File: config.mk
export PLATFORM = sky130hd
export DESIGN_NAME = bon_flag_collector
export DESIGN_NICKNAME = d
export VERILOG_FILES = /design/src/rtl/bon_flag_collector.sv
export SDC_FILE = /design/constraint.sdc
export NUM_CORES = 1
export LEC_CHECK = 0
export CORE_UTILIZATION = 40
export CTS_CLUSTER_DIAMETER = 200
export DETAILED_ROUTE_END_ITERATION = 10
export PLACE_DENSITY = 0.66
export SYNTH_ARGS = -nofsm -noshare
export SYNTH_HDL_FRONTEND = slang
export SYNTH_SLANG_ARGS = --single-unit
File: constraint.sdc
create_clock -name clk -period 3.6 [get_ports clk]
set_input_delay 0.54 -clock clk [delete_from_list [all_inputs] [get_ports clk]]
set_output_delay 0.54 -clock clk [all_outputs]
set_load 0.01 [all_outputs]
File: src/rtl/bon_flag_collector.sv
// Snoops BON's request bus and flag output, queues each flagged address in a FWFT FIFO,
// and drains the queue to the host once BON signals fin.
module bon_flag_collector #(
  parameter int ADDR_W = 10,
  parameter int RES_W  = 10,
  parameter int DEPTH  = 16,
  parameter int CNT_W  = 11
) (
  input  logic              clk,
  input  logic              rst,
  input  logic              clear,
  input  logic              en,
  input  logic [ADDR_W-1:0] addr,
  input  logic              flag,
  input  logic              fin,
  input  logic [RES_W-1:0]  result,
  output logic              rd_valid,
  output logic [ADDR_W-1:0] rd_addr,
  input  logic              rd_ready,
  output logic              rd_last,
  output logic [CNT_W-1:0]  hit_count,
  output logic              overflow,
  output logic              done,
  output logic [RES_W-1:0]  done_result
);

  localparam int PW = $clog2(DEPTH);

  typedef enum logic [1:0] {
    IDLE,
    COLLECT,
    DRAIN,
    DONE
  } state_t;

  state_t state, state_nx;

  logic [ADDR_W-1:0] mem [DEPTH];
  logic [PW-1:0]     wr_ptr, rd_ptr;
  logic [PW:0]       occ;
  logic [ADDR_W-1:0] last_addr;
  logic              last_valid;

  logic collect_cyc;
  logic hit, dup, uniq;
  logic full, pop, push, drop;

  // State register
  always_ff @(posedge clk or negedge rst) begin
    if (!rst) begin
      state <= IDLE;
    end else if (clear) begin
      state <= IDLE;
    end else begin
      state <= state_nx;
    end
  end

  // Next-state logic
  always_comb begin
    state_nx = state;
    unique case (state)
      IDLE:    if (en) state_nx = fin ? DRAIN : COLLECT;
      COLLECT: if (fin) state_nx = DRAIN;
      DRAIN:   if (occ == '0) state_nx = DONE;
      DONE:    state_nx = DONE;
      default: state_nx = IDLE;
    endcase
  end

  // Outputs and per-cycle capture decisions; the IDLE->COLLECT cycle already captures.
  always_comb begin
    collect_cyc = (state == COLLECT) || ((state == IDLE) && en);
    rd_valid    = (occ != '0);
    rd_addr     = rd_valid ? mem[rd_ptr] : '0;
    rd_last     = rd_valid && (state == DRAIN) && (occ == (PW+1)'(1));
    done        = (state == DONE);
    full        = (occ == (PW+1)'(DEPTH));
    hit         = collect_cyc && en && flag;
    dup         = last_valid && (addr == last_addr);
    uniq        = hit && !dup;
    pop         = rd_valid && rd_ready;
    push        = uniq && (!full || pop);
    drop        = uniq && full && !pop;
  end

  always_ff @(posedge clk) begin
    if (push && !clear) mem[wr_ptr] <= addr;
  end

  always_ff @(posedge clk or negedge rst) begin
    if (!rst) begin
      wr_ptr      <= '0;
      rd_ptr      <= '0;
      occ         <= '0;
      last_addr   <= '0;
      last_valid  <= 1'b0;
      hit_count   <= '0;
      overflow    <= 1'b0;
      done_result <= '0;
    end else if (clear) begin
      wr_ptr      <= '0;
      rd_ptr      <= '0;
      occ         <= '0;
      last_addr   <= '0;
      last_valid  <= 1'b0;
      hit_count   <= '0;
      overflow    <= 1'b0;
      done_result <= '0;
    end else begin
      if (push) begin
        wr_ptr     <= wr_ptr + 1'b1;
        last_addr  <= addr;
        last_valid <= 1'b1;
      end
      if (pop) rd_ptr <= rd_ptr + 1'b1;
      unique case ({push, pop})
        2'b10:   occ <= occ + 1'b1;
        2'b01:   occ <= occ - 1'b1;
        default: occ <= occ;
      endcase
      if (uniq && (hit_count != '1)) hit_count <= hit_count + 1'b1;
      if (drop) overflow <= 1'b1;
      if (collect_cyc && fin) done_result <= result;
    end
  end

endmodule

* Yosys cells after proc, flatten, opt, wreduce, memory -nomap -nowiden
Memory sizes are Yosys's and may differ from the RTL's.
Index checks and enable logic that the tools add are counted.
** Storage, ports and cells
- Output and inout bits :: 35
- Register bits after elaboration :: 48
- Input port bits :: 27
- Word-level logic and storage cells :: 82
- Memories kept :: 1
- Memory bits (writable) :: 160
** Memory list
- mem :: words 16, width 10, rd ports 1, clocked after memory_dff 0, wr ports 1, RTL line 38 : logic [ADDR_W-1:0] mem [DEPTH];
** Cells by class
- Eq/ne operators :: 12
- Muxes and demuxes :: 25
- Reductions and logical operators :: 30
- Add/sub/neg operators :: 5
** Operator list (number)
- 10-bit 2-to-1 mux :: 5
- 11-bit 2-to-1 mux :: 2
- 4-bit 2-to-1 mux :: 4
- 1-bit logical AND :: 14
- 11-bit by 1-bit adder with 11-bit output (second input constant) :: 1
- 11-bit != test (second input constant) :: 1
- 10-bit equality test :: 1
- 2-bit 2-to-1 mux :: 5
- 5-bit case mux with 2 select lines :: 1
- 2-bit nonzero test :: 5
- 3-bit != test (second input constant) :: 3
- 4-bit by 1-bit adder with 4-bit output (second input constant) :: 2
- 2-bit case mux with 4 select lines :: 1
- 2-bit equality test (second input constant) :: 3
- 1-bit 2-to-1 mux :: 6
- 5-bit by 1-bit adder with 5-bit output (second input constant) :: 1
- 5-bit by 1-bit equality test with 1-bit output (second input constant) :: 1
- 5-bit equality test (second input constant) :: 1
- 5-bit logical NOT :: 1
- 5-bit 2-to-1 mux :: 1
- 5-bit nonzero test :: 1
- 5-bit by 1-bit subtractor with 5-bit output (second input constant) :: 1
- 2-bit by 1-bit equality test with 1-bit output (second input constant) :: 2
- 1-bit logical NOT :: 4
- other kinds (4) :: 5

* Depth between registers and ports, before layout
- Depth after elaboration :: 10
- Depth in mapped cells :: 9

* Least setup slack after synthesis
OpenSTA, ideal clock, no wires.
- Kind :: input -> register
- Start point :: input port addr[4]
- End point :: memory mem[10][0], enable pin
- Arrival :: 2686 ps
- Stages :: 7
- Setup slack :: 507 ps
- Cell sequence :: xnor2_1 -> and4_1 -> and3_1 -> buf_6 -> nor2_4 -> nand2_1 -> nor4b_1
** Between the ends
- Longest elaborated chain between the ends :: 8
** Ends and longest elaborated chain
- from (decl) :: RTL line 13 : input logic [ADDR_W-1:0] addr,
- 10-bit equality test :: RTL line 80 : dup = last_valid && (addr == last_addr);
- 1-bit logical AND :: RTL line 80
- 1-bit logical NOT :: RTL line 81 : uniq = hit && !dup;
- 1-bit logical AND :: RTL line 81
- 1-bit logical AND :: RTL line 83 : push = uniq && (!full || pop);
- 1-bit logical AND :: RTL line 88 : if (push && !clear) mem[wr_ptr] <= addr;
- 1-bit 2-to-1 mux :: RTL line 88
- 1-bit 2-to-1 mux (not written as such) :: RTL line 88
- to (decl) :: RTL line 38
Every way passes these cells.

* Worst setup path after layout
- Start point :: register rd_ptr[1]
- End point :: output port rd_addr[7]
** Between the ends
- Longest elaborated chain between the ends :: 2
** Ends and longest elaborated chain
- from (decl) :: RTL line 39 : logic [PW-1:0] wr_ptr, rd_ptr;
- from (signal assigned) :: RTL line 116 : if (pop) rd_ptr <= rd_ptr + 1'b1;
- memory 16 x 10 bit
- 10-bit 2-to-1 mux :: RTL line 75 : rd_addr = rd_valid ? mem[rd_ptr] : '0;
- to (decl) :: RTL line 18 : output logic [ADDR_W-1:0] rd_addr,
Every way passes these cells.

==> flow_summary.yaml <==
routing:
  drc: 0
  dr.pass1.iters: 5
  num_vias: 4955
  wire_per_inst_um: 21.8
  vias_per_cell: 5.50
  wl_um: 19700
  drtAntennaViolNets: 0
  drt_iter0_markers: 361
timing:
  period_share: 0.970
  max_slew_margin: 0.471
  fin_hold_ws_ns: 0.125
  fin_setup_tns_ns: 0
  rsz0062_at_grt: "no"
  worst_slew_pin_slew_ns: 0.794
  worst_slack_ns: 0.110
  fin_crit_ns: 3.49
  setup_violations: 0
  hold_violations: 0
  finClkSkew_ns: 0.0212
  slew_violations: 0
  fmax_mhz: 287
outcome:
  status: "complete, no violations"
clock_tree:
  cts_buffers: 22
  cts_sinks: 208
  clockBufferDepth: 3
  clkLatencyLatePin_ns: 0.51
  clockRootBuffer: "clkbuf_16"
  clk_pin_slew_ns: 0.06
  cts_tree: "yes"
  htreeDepth: 1
critical_path:
  cpMostUsedCell: "mux4_2"
  r2r_slack_ns: 1.12
  endpoint_kind: "output pin"
  critPathMaxFanout: 18
  reg2regPathDepth: 7
  cp.required_ns: 3.06
  cp_top_family: "multiplexers"
  worst-setup-path-type: "reg2out"
  worstSetupStartpointType: "flop"
  r2r_start: "occ[0]"
  critical_path.slowest_cell: "dfrtp_2"
  crit_buf_inv: 2
  r2r_end: "mem[3][7]"
  cp_cell_sequence: "buf_4, mux4_2, mux4_2, and2_1, clkdlybuf4s50_1"
  max_stage_delay_ns: 0.68
  cp.arrival_ns: 2.95
synth:
  syn_area_per_cell_um2: 17.1
  yosys.area.top_type: "edfxtp_1"
  synth_seq_cells: 208
  yosys_warnings: 0
  synth_cell_type_count: 48
  synthCells: 512
  synth.top_cell.area_share: 0.547
  synth_seq_area_share: 0.684
  synth_fp_nets: 549
  synthTopCellsByArea: "edfxtp_1 55%, dfrtp_1 14%, mux4_2 13%, mux2i_1 2.5%, nor2_1 2.5%"
  synth_area_um2: 8780
layout:
  nNetsFinal: 647
  n_antenna_cell: 0
  area_delta_synth_final_pct: 22.4
  layout_common_cells: "160 x edfxtp_1, 59 x clkdlybuf4s50_1, 58 x nor2_1"
  register_area_um2: 6010
  fin_cells: 901
  drive_gt1_frac: 0.224
  fillers: 1697
  final_common_cell: "edfxtp_1"
  multi_input_area_um2: 2620
floorplan:
  die_w_um: 150
  die_area_um2: 22500
  coreArea_um2: 21300
  start_util: 0.412
  io_pins: 62
  rows: 53
  dieHeight_um: 150
place:
  dp_hpwl_um: 13200
  port_buffers: 61
  dp_worst_setup_slack_ns: 0.468
  place.gp.congestion: 0.804
  dp.cells: 859
global_route:
  antenna_found_initial: 0
  grt_pass1_vias: 5091
  grtUsageTotal: 0.182
  grt_overflow: 0
  grt_start_max_net_pins: 36
  grt_pass1_wl_um: 30100
pwr:
  powerDensity_nw_per_um2: 595
  p_leak_uw: 0.00376
  irDropWorstVdd_uv: 364
min_path:
  min_path_type: "in2async"
run:
  drv_cap: 0
per-layer routing:
metal,track usage,vias up,part of all wire
li1,-,2182,-
met3,0.0315,39,0.058
met4,0.0596,0,0.030
met5,0,-,0
met1,0.251,2557,0.43
met2,0.292,177,0.48
metrics by stage:
stage | area, µm² | util | power [µW]
5_1_grt | 10700 | 0.505 | 6620
6_report | 10700 | 0.505 | 6390
3_3_place_gp | 9910 | 0.465 | 3920
2_1_floorplan | 8780 | - | 3490
3_5_place_dp | 9910 | 0.465 | 3930
4_1_cts | 10700 | 0.503 | 6410
Yosys cell counts, drive strengths merged:
cell type	instances
nand2	16
a21o	1
nor3b	1
inv	5
or4b	1
o21a	1
ha	10
and4	4
nand2b	1
nor2b	8
nand4b	1
o21ba	1
nor4b	5
o21ai	3
a31oi	3
mux2	8
nor2	60
and2	14
clkbuf	13
o31ai	1
or3	2
mux4	50
o22ai	1
edfxtp	160
a2111oi	1
or4	1
a221oi	1
dfrtp	48
xor2	13
a2bb2oi	1
a21oi	4
nand3	5
buf	14
nand4	9
xnor2	6
and3	6
mux2i	22
o21bai	1
nand3b	2
nor4	2
nor3	6
logic make-up (layout without fill, tap and decap cells):
logic type,count (synthesis),in the layout,synth area share
muxes,80,80,0.164
DFF,208,208,0.684
adders and majority gates,10,10,0.0143
buffers and inverters,32,146,0.0181
and+or+nand+nor,144,144,0.0863
xor gates and xnor gates,19,19,0.0190
AOI/OAI and AO/OA,19,19,0.0144
what timing repair did:
| item | in CTS | in global routing |
|---|---|---|
| gates resized for setup | 0 | 1 |
| endpoints found under the setup margin | 0 | 10 |
| hold buffers | 0 | 0 |
| buffers inserted | 0 | 1 |
layout make-up:
| class | instances | area share |
|---|---|---|
| repair buffers | 101 | 0.0885 |
| clock inverters | 13 | 0.0214 |
| inverters | 5 | 0.00175 |
| multi-input cells | 272 | 0.244 |
| flip-flops and latches | 208 | 0.559 |
| well taps | 275 | 0.0320 |
| clock buffers | 27 | 0.0530 |
flip-flops by register name, indices dropped and copies added, names as in the netlist, 2 cells and up:
register and flops:
hit_count 11, last_addr 10, wr_ptr 4, rd_ptr 4
mem 160, occ 5, done_result 10, state 2
worst max-delay path by stage:
stage	start	end	cells after the start
5_1_grt	rd_ptr[1]	rd_addr[7]	5
3_3_place_gp	addr[6]	mem[3][3]	7
3_5_place_dp	addr[6]	mem[11][6]	9
2_1_floorplan	addr[4]	mem[10][0]	7
4_1_cts	rd_ptr[0]	rd_addr[8]	5
6_report	rd_ptr[1]	rd_addr[7]	5
where the power goes:
part           internal, µW  leakage (µW)  switching (µW)
logic                   658       0.00129             539
clock network          1560      0.000384             913
registers              2640       0.00209            82.3
total                  4860       0.00376            1530
(Power assumes the default switching activity.)
